`src/rtl/time_pkg.sv`:
```
// Shared types, state encoding and BCD digit limits for the time_keeper clock.
// Also holds the 24h -> 12h display conversion used when TIME_KEEPER_12H_EN is defined.
package time_pkg;

    typedef logic [3:0] bcd_t;

    typedef enum logic {
        STOPPED = 1'b0,
        RUNNING = 1'b1
    } state_e;

    localparam bcd_t SEC1_MAX       = 4'd5;
    localparam bcd_t MIN1_MAX       = 4'd5;
    localparam bcd_t H1_MAX         = 4'd2;
    localparam bcd_t H0_MAX_AT_H1_2 = 4'd3;
    localparam bcd_t DIGIT_MAX      = 4'd9;

    typedef struct packed {
        bcd_t h1;
        bcd_t h0;
        logic pm;
    } hour_disp_t;

    // Map a legal 24-hour BCD hour (00..23) onto 12-hour display digits plus a PM flag.
    function automatic hour_disp_t to_12h(input bcd_t h1, input bcd_t h0);
        logic [4:0] hv;
        logic [4:0] dh;
        hour_disp_t r;
        hv   = 5'(h1) * 5'd10 + 5'(h0);
        r.pm = (hv >= 5'd12);
        if (hv == 5'd0) begin
            dh = 5'd12;
        end else if (hv > 5'd12) begin
            dh = hv - 5'd12;
        end else begin
            dh = hv;
        end
        r.h1 = (dh >= 5'd10) ? 4'd1 : 4'd0;
        r.h0 = (dh >= 5'd10) ? 4'(dh - 5'd10) : 4'(dh);
        return r;
    endfunction

endpackage

```
`src/rtl/bcd_digit_counter.sv`:
```
// Single BCD digit counter wrapping at MAX; load has priority over enable.
// carry_out flags the enabled step that wraps the digit back to zero.
module bcd_digit_counter
    import time_pkg::*;
#(
    parameter bcd_t MAX = DIGIT_MAX
) (
    input  logic clk,
    input  logic reset,
    input  logic en,
    input  logic load,
    input  bcd_t load_val,
    output bcd_t q,
    output logic carry_out
);

    bcd_t q_q;
    bcd_t q_d;

    // NOTE: next-state logic assigns its default first, so no path can infer a latch.
    always_comb begin
        q_d = q_q;
        if (load) begin
            q_d = load_val;
        end else if (en) begin
            q_d = (q_q == MAX) ? 4'd0 : q_q + 4'd1;
        end
    end

    // NOTE: state registers use non-blocking assignments only, so every flop samples pre-edge values.
    always_ff @(posedge clk) begin
        if (reset) begin
            q_q <= 4'd0;
        end else begin
            q_q <= q_d;
        end
    end

    assign q         = q_q;
    assign carry_out = en && (q_q == MAX);

endmodule

```
`src/rtl/time_keeper.sv`:
```
// Free-running BCD hh:mm:ss counter with a load port, pause, and per-second prescaler.
// Define TIME_KEEPER_12H_EN to present hours in 12-hour format with a registered pm flag.
module time_keeper
    import time_pkg::*;
#(
    parameter int unsigned CLK_PER_SEC = 50_000_000
) (
    input  logic clk,
    input  logic reset,
    input  logic load,
    input  bcd_t h1_in,
    input  bcd_t h0_in,
    input  bcd_t min1_in,
    input  bcd_t min0_in,
    input  logic pause,
    output bcd_t h1,
    output bcd_t h0,
    output bcd_t min1,
    output bcd_t min0,
    output bcd_t sec1,
    output bcd_t sec0,
    output logic pm,
    output logic running,
    output logic sec_pulse,
    output logic day_wrap,
    output logic load_err
);

    localparam int unsigned        PRESC_W    = $clog2(CLK_PER_SEC);
    localparam logic [PRESC_W-1:0] PRESC_LAST = PRESC_W'(CLK_PER_SEC - 1);

    state_e             state_q, state_d;
    logic [PRESC_W-1:0] presc_q, presc_d;
    bcd_t               h1_q, h1_d, h0_q, h0_d;
    logic               sec_pulse_q, day_wrap_q, load_err_q;
    logic               load_bad, load_ok, tick, hour_wrap;
    logic               c_s0, c_s1, c_m0, c_m1;

    assign load_bad = (h1_in > H1_MAX)
                   || ((h1_in == H1_MAX) && (h0_in > H0_MAX_AT_H1_2))
                   || (h0_in > DIGIT_MAX)
                   || (min1_in > MIN1_MAX)
                   || (min0_in > DIGIT_MAX);
    assign load_ok  = load && !load_bad;

    // An accepted load on the wrap cycle discards that tick entirely.
    assign tick      = (state_q == RUNNING) && !pause && (presc_q == PRESC_LAST) && !load_ok;
    assign hour_wrap = c_m1 && (h1_q == H1_MAX) && (h0_q == H0_MAX_AT_H1_2);

    always_comb begin
        state_d = state_q;
        presc_d = presc_q;
        if (load_ok) begin
            state_d = RUNNING;
            presc_d = '0;
        end else if (state_q == STOPPED) begin
            presc_d = '0;
        end else if (!pause) begin
            presc_d = (presc_q == PRESC_LAST) ? '0 : presc_q + PRESC_W'(1);
        end
    end

    // Hours are kept as a pair here because 23 -> 00 couples both digits.
    always_comb begin
        h1_d = h1_q;
        h0_d = h0_q;
        if (load_ok) begin
            h1_d = h1_in;
            h0_d = h0_in;
        end else if (c_m1) begin
            if (hour_wrap) begin
                h1_d = 4'd0;
                h0_d = 4'd0;
            end else if (h0_q == DIGIT_MAX) begin
                h1_d = h1_q + 4'd1;
                h0_d = 4'd0;
            end else begin
                h0_d = h0_q + 4'd1;
            end
        end
    end

    always_ff @(posedge clk) begin
        if (reset) begin
            state_q     <= STOPPED;
            presc_q     <= '0;
            h1_q        <= 4'd0;
            h0_q        <= 4'd0;
            sec_pulse_q <= 1'b0;
            day_wrap_q  <= 1'b0;
            load_err_q  <= 1'b0;
        end else begin
            state_q     <= state_d;
            presc_q     <= presc_d;
            h1_q        <= h1_d;
            h0_q        <= h0_d;
            sec_pulse_q <= tick;
            day_wrap_q  <= hour_wrap;
            load_err_q  <= load && load_bad;
        end
    end

    bcd_digit_counter #(.MAX(DIGIT_MAX)) u_sec0 (
        .clk(clk), .reset(reset), .en(tick), .load(load_ok), .load_val(4'd0),
        .q(sec0), .carry_out(c_s0)
    );

    bcd_digit_counter #(.MAX(SEC1_MAX)) u_sec1 (
        .clk(clk), .reset(reset), .en(c_s0), .load(load_ok), .load_val(4'd0),
        .q(sec1), .carry_out(c_s1)
    );

    bcd_digit_counter #(.MAX(DIGIT_MAX)) u_min0 (
        .clk(clk), .reset(reset), .en(c_s1), .load(load_ok), .load_val(min0_in),
        .q(min0), .carry_out(c_m0)
    );

    bcd_digit_counter #(.MAX(MIN1_MAX)) u_min1 (
        .clk(clk), .reset(reset), .en(c_m0), .load(load_ok), .load_val(min1_in),
        .q(min1), .carry_out(c_m1)
    );

`ifdef TIME_KEEPER_12H_EN
    // Display hours are converted from next-state so they update on the same edge as the digits.
    hour_disp_t disp_d;
    bcd_t       disp_h1_q, disp_h0_q;
    logic       pm_q;

    assign disp_d = to_12h(h1_d, h0_d);

    always_ff @(posedge clk) begin
        if (reset) begin
            disp_h1_q <= 4'd0;
            disp_h0_q <= 4'd0;
            pm_q      <= 1'b0;
        end else begin
            disp_h1_q <= disp_d.h1;
            disp_h0_q <= disp_d.h0;
            pm_q      <= disp_d.pm;
        end
    end

    assign h1 = disp_h1_q;
    assign h0 = disp_h0_q;
    assign pm = pm_q;
`else
    assign h1 = h1_q;
    assign h0 = h0_q;
    assign pm = 1'b0;
`endif

    assign running   = (state_q == RUNNING);
    assign sec_pulse = sec_pulse_q;
    assign day_wrap  = day_wrap_q;
    assign load_err  = load_err_q;

endmodule

```
`config.mk`:
```
export PLATFORM = sky130hd
export DESIGN_NAME = time_keeper
export DESIGN_NICKNAME = d
export VERILOG_FILES = /design/src/rtl/time_pkg.sv /design/src/rtl/bcd_digit_counter.sv /design/src/rtl/time_keeper.sv
export SDC_FILE = /design/constraint.sdc
export NUM_CORES = 1
export LEC_CHECK = 0
export ABC_AREA = 1
export BUFFER_PORTS_ARGS = -buffer_cell sky130_fd_sc_hd__buf_2
export CAP_MARGIN = 10
export CELL_PAD_IN_SITES_DETAIL_PLACEMENT = 2
export CELL_PAD_IN_SITES_GLOBAL_PLACEMENT = 2
export CORE_MARGIN = 2
export CORE_UTILIZATION = 32
export CTS_BUF_LIST = sky130_fd_sc_hd__clkbuf_4
export DETAILED_ROUTE_END_ITERATION = 16
export GPL_TIMING_DRIVEN = 0
export PLACE_DENSITY = 0.85
export SYNTH_ARGS = -nofsm -noshare
export SYNTH_HDL_FRONTEND = slang
export SYNTH_SLANG_ARGS = --single-unit
```
`constraint.sdc`:
```
create_clock -name clk -period 2.2 [get_ports clk]
set_input_delay 0.11 -clock clk [delete_from_list [all_inputs] [get_ports clk]]
set_output_delay 0.11 -clock clk [all_outputs]
set_load 0.01 [all_outputs]
```
==> results.md, run 1 <==
- The final reports fail on negative setup slack.
- The dominant register cell in the synthesized netlist is sky130_fd_sc_hd__dfxtp_1.
- The depth of the worst register-to-register path is 15.
- The clock period minus final worst setup slack is 2.35 ns.
- Entering global routing, the biggest net connects 17 pins.
- The startpoint type of the worst setup path is a flop.
- The average instance area after synthesis is 7.00 um^2.
- The run finished, with violations left.
- The width of the chip is 99.8 um.
- The via count of the first global-routing pass is 3516.
- With fillers left out, the area of the finished cells amounts to 3720 um^2.
- The placeable core area is 8810 um^2.
- The switching power of the nets is 0.426 mW.
- Of the total power, the clock network draws 0.317.
- Yosys printed 0 warnings.
- The CTS sink count is 54.
- Before antenna repair, the detailed router went through 4 iterations.
- Static timing analysis puts the maximum clock frequency at 0.426 GHz.
- The number of nets in the synthesized netlist is 444.
- The detailed router finished its first iteration with 84 violations.
- The number of buffers inserted during clock tree synthesis is 5.
- The data required time of the worst path is 2.53 ns.
- Setup repair after global routing could not meet its margin everywhere.
- In this run, synthesis inferred 0 flip-flops with an integrated enable.
- The timing endpoint of the critical path is h1[1]$_SDFFE_PP0P_.
- In this run the worst path has a maximum fanout of 5.
- The endpoint class of the critical path is a flop.
- Once detailed placement completed, the half-perimeter wirelength came to 6960 um.
- In this run the critical register-to-register path is captured at h1[1]$_SDFFE_PP0P_.
- The first element of the critical path is presc_q[0]$_SDFFE_PP0N_.
- The initial core utilization is 0.333.
- The buffer cell driving the clock tree root is sky130_fd_sc_hd__clkbuf_4.
- The share of post-route cells with drive strength above 1 is 0.257.
- For this run, the register share of the synthesized area comes to 0.368.
- The die covers 9950 um^2.
- The clock-pin slew of the registers on the worst-case setup and hold paths is 0.19 ns.
- In the finished design, the share of the clock period the worst path needs comes to 1.07.
- The share of total power in combinational logic is 0.062.
- IR analysis of the VDD net gives a maximum drop of 0.161 mV.
- The overall fraction of global-route tracks in use is 0.227.
- The number of cells produced by synthesis is 419.
- The DRC violations left is 0.
- For this run, the number of standard cells in the final layout without fillers is 603.
- Clock skew on the completed layout was measured at 0.0310 ns.
- 0 antenna diodes ended up in the layout.
- In this run the critical register-to-register path is launched from presc_q[0]$_SDFFE_PP0N_.
- The initial antenna violation count was 0.
- The detail route stage leaves a number of antenna-violating nets equal to 0.
- The register-to-register setup slack is -0.15 ns.
- Summed over all layers, the global routing overflow is 0.
- The number of setup violations in the final report is 8.
- The floorplan die height is 99.8 um.
- The cell internal power dissipation is 1.16 mW.
- The total power per unit cell area is 426 nW/um^2.
- The net count of the finished layout is 519.
- The final max-slew violation count came to 0.
- The number of buffers on the longest clock path is 2.
- The clock tree from TritonCTS is built.
- In this run the number of H-tree levels came out at 2.
- The number of placed instances with taps included is 573.
- After synthesis the cells add up to 2930 um^2.
- The kind of path behind the tightest hold check is in -> reg.
- The count of different cell masters after synthesis is 38.
- Leaving out fill and tap cells, the most frequent cells in the layout are sky130_fd_sc_hd__nand2_1, sky130_fd_sc_hd__inv_1, sky130_fd_sc_hd__nor2_1, sky130_fd_sc_hd__buf_2, sky130_fd_sc_hd__dfxtp_1.
- At the pin with the least slew margin, the transition time is 0.849 ns.
- Counting flops and latches in the post-synthesis netlist gives 54.
- Of the post-synthesis cell area, the dominant cell type holds 0.368.
- Once layout is complete, the utilization of the core stands at 0.422.
- The post-detailed-route wirelength per cell is 20.8 um.
- The setup path with the least slack is of type reg -> reg.
- Buffers placed on the I/O ports in this run total 46.
- Yosys attributes the largest share of cell area to sky130_fd_sc_hd__dfxtp_1, sky130_fd_sc_hd__nand2_1, sky130_fd_sc_hd__nor2_1.
- Prior to clock tree synthesis, the placed netlist has a worst setup slack of -0.218 ns.
- In the routed layout, each cell is associated on average with a via count of 5.35.
- The share of power burned in registers is 0.621.
- The relative area change from synthesis to final layout is 26.7%.
- The initialized floorplan defines 34 standard-cell rows.
- The final count of hold timing violations is 0.
- The most area-hungry cell type in the Yosys netlist is sky130_fd_sc_hd__dfxtp_1.
- Setup total negative slack on the finished layout was measured at -0.851 ns.
- Summed over all cells, the static leakage comes to 1.61 nW.
- The count of maximum capacitance violations is 0.
- Of the total power, the share spent switching nets is 0.269.
- Leaving out fill and tap cells, the most frequent cell in the layout is sky130_fd_sc_hd__nand2_1.
- At the worst endpoint, the arrival time is 2.68 ns.
- The congestion estimate from routability-driven global placement came to 0.762.
- The via count is 3224.
- The routed wire length is 12600 um.
- The proportion of synthesized flip-flops having asynchronous set or reset is 0.
- The insertion delay of the later-clocked pin in the worst-skew pair is 0.42 ns.
- The worst slew slack as a fraction of its limit is 0.430.
- For this design the top-level I/O count stands at 49.
- In the post-route analysis, the smallest setup slack over all paths is -0.148 ns.
- The first global-routing pass estimated 18000 um of wire.
- The placed standard-cell area is 3300 um^2.
==> power groups by stage <==
| stage | Combinational (mW) | Clock, mW | Sequential (mW) |
|---|---|---|---|
| after floorplan | 0.0343 | 0 | 1.01 |
| after global placement | 0.0674 | 0 | 1.00 |
| after detailed placement | 0.0704 | 0 | 1.01 |
| after CTS | 0.0799 | 0.507 | 0.984 |
| after global routing | 0.104 | 0.552 | 0.984 |
| final | 0.0978 | 0.502 | 0.983 |
==> sequential cells by signal, summed over array words and instances, names as in the netlist <==
| signal | cells |
|---|---|
| running | 1 |
| day_wrap | 1 |
| sec_pulse | 1 |
| h0 | 4 |
| u_min0.q | 4 |
| u_sec1.q | 4 |
| presc_q | 26 |
| u_min1.q | 4 |
| u_sec0.q | 4 |
| h1 | 4 |
| load_err | 1 |
==> worst min-delay path by stage <==
| stage | start | end | slack (ns) | depth (start not counted) |
|---|---|---|---|---|
| 4_1_cts | min1_in[0] | u_min1.q[0]$_SDFFE_PP0P_ | 0.004 | 3 |
| 3_3_place_gp | load | load_err$_SDFF_PP0_ | 0.35 | 3 |
| 5_1_grt | min1_in[0] | u_min1.q[0]$_SDFFE_PP0P_ | 0.05 | 3 |
| 6_report | min1_in[0] | u_min1.q[0]$_SDFFE_PP0P_ | 0.02 | 3 |
| 2_1_floorplan | load | load_err$_SDFF_PP0_ | 0.24 | 2 |
| 3_5_place_dp | load | load_err$_SDFF_PP0_ | 0.37 | 3 |
==> cells by family after synthesis <==
group | Yosys count | synth area share
xor gates and xnor gates | 16 | 0.0478
DFF | 54 | 0.368
buffers and inverters | 68 | 0.0900
AOI/OAI and AO/OA | 64 | 0.122
and+or+nand+nor | 211 | 0.350
adders and majority gates | 5 | 0.0213
other | 1 | 0.00128
==> cells in the mapped netlist, types with 2 or more instances <==
| cell type | number |
|---|---|
| sky130_fd_sc_hd__inv_1 | 56 |
| sky130_fd_sc_hd__o21ai_1 | 2 |
| sky130_fd_sc_hd__xor2_1 | 14 |
| sky130_fd_sc_hd__o21a_1 | 3 |
| sky130_fd_sc_hd__or2_2 | 2 |
| sky130_fd_sc_hd__ha_1 | 5 |
| sky130_fd_sc_hd__nand3_1 | 33 |
| sky130_fd_sc_hd__nand2_1 | 75 |
| sky130_fd_sc_hd__a21oi_1 | 28 |
| sky130_fd_sc_hd__nand2_4 | 2 |
| sky130_fd_sc_hd__nand2_2 | 3 |
| sky130_fd_sc_hd__a31oi_1 | 5 |
| sky130_fd_sc_hd__a211oi_1 | 4 |
| sky130_fd_sc_hd__nor3_1 | 12 |
| sky130_fd_sc_hd__buf_4 | 2 |
| sky130_fd_sc_hd__clkbuf_1 | 4 |
| sky130_fd_sc_hd__nor2_2 | 3 |
| sky130_fd_sc_hd__nand3_4 | 3 |
| sky130_fd_sc_hd__nand4_1 | 7 |
| sky130_fd_sc_hd__inv_2 | 5 |
| sky130_fd_sc_hd__dfxtp_1 | 54 |
| sky130_fd_sc_hd__nor4_1 | 2 |
| sky130_fd_sc_hd__o211ai_1 | 2 |
| sky130_fd_sc_hd__xnor2_1 | 2 |
| sky130_fd_sc_hd__nor2_1 | 59 |
| sky130_fd_sc_hd__nor2_4 | 3 |
| sky130_fd_sc_hd__o21ai_0 | 18 |
==> critical path, stage by stage (launching register included) <==
cell and delay (ns):
sky130_fd_sc_hd__dfxtp_4 0.43, sky130_fd_sc_hd__ha_4 0.16, sky130_fd_sc_hd__nand2_4 0.06, sky130_fd_sc_hd__nor2_4 0.09
sky130_fd_sc_hd__nand2_4 0.07, sky130_fd_sc_hd__nor2_4 0.12, sky130_fd_sc_hd__nand3b_4 0.10, sky130_fd_sc_hd__nor2_4 0.18
sky130_fd_sc_hd__nand3_4 0.10, sky130_fd_sc_hd__nor2_4 0.26, sky130_fd_sc_hd__nand3_4 0.18, sky130_fd_sc_hd__nand3_4 0.18
sky130_fd_sc_hd__nand2_4 0.09, sky130_fd_sc_hd__nand2_2 0.06, sky130_fd_sc_hd__nand2_1 0.05, sky130_fd_sc_hd__nor2_1 0.13
==> repair_timing <==
action	in CTS	in global routing
gates resized for setup	14	34
gates cloned	1	0
pin swaps	18	19
setup buffers	5	8
hold buffers	7	1
endpoints found under the hold margin	7	1
setup endpoints to repair	15	33
==> per-stage QoR <==
step | total power [mW] | hold WS, ns
6_report | 1.58 | 0.0183
3_3_place_gp | 1.07 | 0.355
5_1_grt | 1.64 | 0.0541
4_1_cts | 1.57 | 0.00380
3_5_place_dp | 1.08 | 0.375
2_1_floorplan | 1.04 | 0.236
==> layout make-up <==
| class | count | area [um^2] |
|---|---|---|
| Sequential cell | 54 | 1090 |
| Inverter | 61 | 236 |
| Clock inverter | 2 | 13.8 |
| Tap cell | 108 | 135 |
| Buffer | 7 | 35.0 |
| Clock buffer | 6 | 45.0 |
| Timing Repair Buffer | 67 | 424 |
| Multi-Input combinational cell | 298 | 1730 |
| Fill cell | 1013 | 5090 |
==> layer usage <==
metal	track usage	vias up	part of all wire
met2	0.431	73	0.53
met1	0.255	1612	0.42
met3	0.0358	23	0.032
met4	0.0790	0	0.019
met5	0	-	0
li1	-	1516	-
(Power assumes the default switching activity.)
==> run 2: changes to the inputs <==
--- a/config.mk
+++ b/config.mk
@@ -11,11 +11,10 @@
 export CELL_PAD_IN_SITES_DETAIL_PLACEMENT = 2
 export CELL_PAD_IN_SITES_GLOBAL_PLACEMENT = 2
 export CORE_MARGIN = 2
-export CORE_UTILIZATION = 32
+export CORE_UTILIZATION = 35
 export CTS_BUF_LIST = sky130_fd_sc_hd__clkbuf_4
 export DETAILED_ROUTE_END_ITERATION = 16
-export GPL_TIMING_DRIVEN = 0
-export PLACE_DENSITY = 0.85
+export PLACE_DENSITY = 0.92
 export SYNTH_ARGS = -nofsm -noshare
 export SYNTH_HDL_FRONTEND = slang
 export SYNTH_SLANG_ARGS = --single-unit
==> constraint.sdc (replaced) <==
create_clock -name clk -period 3 [get_ports clk]
set_input_delay 0.15 -clock clk [delete_from_list [all_inputs] [get_ports clk]]
set_output_delay 0.15 -clock clk [all_outputs]
set_load 0.01 [all_outputs]
==> run 2 against run 1 <==
Net effect:
- sequential power down 27%
- largest power group unchanged
- sequential share of layout area up 2.9 points
- global-route usage down 1.9 points
- clock-buffer cell count down 1
- setup slack better by 0.79 ns
- wire length down 27%
- die area down 8.2%
- the run now ends clean
- clock power down 33%
- power down 30%
- first-iteration DRC count down 40%
- critical endpoint is now h0[1]$_SDFFE_PP0P_
- utilization down 1.4 points
==> results.md, run 2 (synthesis gave the netlist of run 1 again) <==
- Result of the run: completed (was finished with violations).
- The DRC violations left is 0 (unchanged).
- The final-layout fill cell count is 1012 (was 1013).
- The number of buffers on the longest clock path was 2 (unchanged).
- The fraction of met1 tracks used by global routing is 0.239 (was 0.255).
- The most common library cell in the layout ignoring fill and taps was sky130_fd_sc_hd__nand2_1 (unchanged).
- The fraction of met3 tracks used by global routing came to 0.0379 (was 0.0358).
- The floorplan die height is 95.6 um (was 99.8 um).
- The top fanout value on the critical path is 9 (was 5).
- The multi-input logic area is 1590 um^2 (was 1730 um^2).
- The clock-pin slew of the registers on the worst-case setup and hold paths is 0.17 ns (was 0.19 ns).
- The final setup skew is 0.0172 ns (was 0.0310 ns).
- The upper clock frequency limit came to 0.424 GHz (was 0.426 GHz).
- The count of maximum capacitance violations is 0 (unchanged).
- The final count of hold timing violations is 0 (unchanged).
- The smallest hold slack is 0.0188 ns (was 0.0183 ns).
- The via count is 2937 (was 3224).
- The clock tree from TritonCTS is built (unchanged).
- The CTS sink count came to 54 (unchanged).
- The buffer cell driving the clock tree root is sky130_fd_sc_hd__clkbuf_4 (unchanged).
- Commonest cells after routing, fill and taps aside: sky130_fd_sc_hd__nand2_1, sky130_fd_sc_hd__nor2_1, sky130_fd_sc_hd__inv_1, sky130_fd_sc_hd__dfxtp_1, sky130_fd_sc_hd__buf_2 (was sky130_fd_sc_hd__nand2_1, sky130_fd_sc_hd__inv_1, sky130_fd_sc_hd__nor2_1, sky130_fd_sc_hd__buf_2, sky130_fd_sc_hd__dfxtp_1).
- The post-place setup slack was 0.655 ns (was -0.218 ns).
- The number of buffers added on ports is 47 (was 46).
- The maximum number of pins on one net before global-route repair came to 26 (was 17).
- The worst reg2reg path startpoint is presc_q[0]$_SDFFE_PP0N_ (unchanged).
- The net count of the finished layout is 494 (was 519).
- The worst-margin pin slew is 0.590 ns (was 0.849 ns).
- The data required time of the worst path is 3.31 ns (was 2.53 ns).
- Setup repair after global routing missed its margin: false (was true).
- The initial antenna violation count was 0 (unchanged).
- The global-route wire length before repair was 15100 um (was 18000 um).
- The number of setup violations in the final report is 0 (was 8).
- The static power due to leakage is 1.43 nW (was 1.61 nW).
- The number of antenna repair diodes is 0 (unchanged).
- The core occupancy in the finished layout was 0.408 (was 0.422).
- The placeable core area is 8180 um^2 (was 8810 um^2).
- The via count of the first global-routing pass came to 3195 (was 3516).
- The width of the chip came to 95.6 um (was 99.8 um).
- The number of iterations in the first detailed-routing pass is 4 (unchanged).
- The final cycle utilization of the critical path is 0.785 (was 1.07).
- The sum of net half-perimeters after detailed placement is 7310 um (was 6960 um).
- The first element of the critical path was presc_q[0]$_SDFFE_PP0N_ (unchanged).
- The routed wire length is 9200 um (was 12600 um).
- The starting DRC count in detailed routing is 50 (was 84).
- The setup TNS was 0 ns (was -0.851 ns).
- The insertion delay of the later-clocked pin in the worst-skew pair was 0.39 ns (was 0.42 ns).
- The area enclosed by the die boundary is 9130 um^2 (was 9950 um^2).
- The total number of H-tree levels is 2 (unchanged).
- The final max-slew violation count is 0 (unchanged).
- The relative area change from synthesis to final layout is 13.8% (was 26.7%).
- The post-detailed-route wirelength per cell is 16.0 um (was 20.8 um).
- The routability congestion estimate from global placement is 0.804 (was 0.762).
- The worst endpoint data arrival time came to 2.67 ns (was 2.68 ns).
- The met2 usage came to 0.396 (was 0.431).
- The source of the worst hold timing path is min0_in[0] (was min1_in[0]).
- The startpoint type of the worst setup path is a flop (unchanged).
- The largest register by flop count is presc_q (unchanged).
- The busiest layer in global routing is met2 (unchanged).
- The type of the setup path with the least slack is reg -> reg (unchanged).
- The kind of path behind the tightest hold check was in -> reg (unchanged).
- The clock period minus final worst setup slack is 2.36 ns (was 2.35 ns).
- The aggregate global routing overflow is 0 (unchanged).
- The endpoint class of the critical path is a flop (unchanged).
- The number of buffers inserted during clock tree synthesis came to 5 (unchanged).
- The number of buffers added for setup after CTS was 0 (was 5).
- The I/O pin total is 49 (unchanged).
- The worst voltage drop across the vdd grid is 0.141 mV (was 0.161 mV).
- The total power per unit cell area is 332 nW/um^2 (was 426 nW/um^2).
- The initial core utilization is 0.359 (was 0.333).
- The detail-routed via count per cell is 5.12 (was 5.35).
- The slack of the critical path is 0.644 ns (was -0.148 ns).
- The number of flip-flops in the largest register was 26 (unchanged).
- The number of nets still failing antenna checks after routing was 0 (unchanged).
- The share of post-route cells with drive strength above 1 is 0.171 (was 0.257).
- The number of core rows is 33 (was 34).
- The worst slew slack as a fraction of its limit is 0.604 (was 0.430).
- The overall fraction of global-route tracks in use is 0.209 (was 0.227).
- The total area of sequential cells came to 1080 um^2 (was 1090 um^2).
[run 2: cell types whose count changed in the layout (fill, tap and decap cells not counted), sizes merged]
cell,before,now
buf,62,49
dlygate4sd3,8,1
nand2,81,80
clkbuf,10,5
[run 2: worst paths after layout]
kind                              end  slack (ns)  depth (start not counted)
max                h0[1]$_SDFFE_PP0P_        0.64                         16
min          u_min0.q[0]$_SDFFE_PP0P_        0.02                          3
max reg2reg        h0[1]$_SDFFE_PP0P_        0.64                         16
min reg2reg  presc_q[21]$_SDFFE_PP0N_        0.51                          1
[run 2: critical path, cell delays in order (launching register included)]
cell and delay, ns:
sky130_fd_sc_hd__dfxtp_1 0.42, sky130_fd_sc_hd__ha_1 0.19, sky130_fd_sc_hd__nand2_1 0.08, sky130_fd_sc_hd__nor2_1 0.09, sky130_fd_sc_hd__nand2_1 0.13, sky130_fd_sc_hd__nor2_4 0.15
sky130_fd_sc_hd__nand3b_4 0.09, sky130_fd_sc_hd__nor2_4 0.22, sky130_fd_sc_hd__nand3_4 0.12, sky130_fd_sc_hd__nor2_4 0.19, sky130_fd_sc_hd__nand2_2 0.11, sky130_fd_sc_hd__nand2_4 0.16
sky130_fd_sc_hd__inv_2 0.07, sky130_fd_sc_hd__nand2_1 0.06, sky130_fd_sc_hd__nand3_1 0.08, sky130_fd_sc_hd__nand2_1 0.07, sky130_fd_sc_hd__inv_1 0.04
[run 2: through the flow]
step                      cell area (um^2)  instances  total power [mW]
final                                 3340        574              1.11
after global routing                  3340        574              1.15
after CTS                             3330        573              1.12
after detailed placement              3280        566             0.789
after global placement                3280        566             0.785
after floorplan                       2930        419             0.763
[run 2: cell type report]
type | instances | share of cell area
Clock buffer | 5 | 0.0112
Clock inverter | 2 | 0.00300
Inverter | 61 | 0.0686
Multi-Input combinational cell | 297 | 0.476
Sequential cell | 54 | 0.324
Tap cell | 105 | 0.0394
Timing Repair Buffer | 50 | 0.0780
[run 2: routing by layer]
layer / vias up / part of all wire
met3: 8 / 0.028
met4: 0 / 0.010
met1: 1430 / 0.43
li1: 1460 / -
met5: - / 0
met2: 39 / 0.54
[run 2: what timing repair did]
item                                   4_1_cts  5_1_grt
resized for setup                            0        0
hold buffers                                 0        1
endpoints found under the hold margin        0        1
[run 2: power breakdown]
part	switching [mW]	internal (mW)	total, mW
clock	0.250	0.0853	0.335
combinational	0.0324	0.0200	0.0523
sequential	0.00214	0.720	0.722
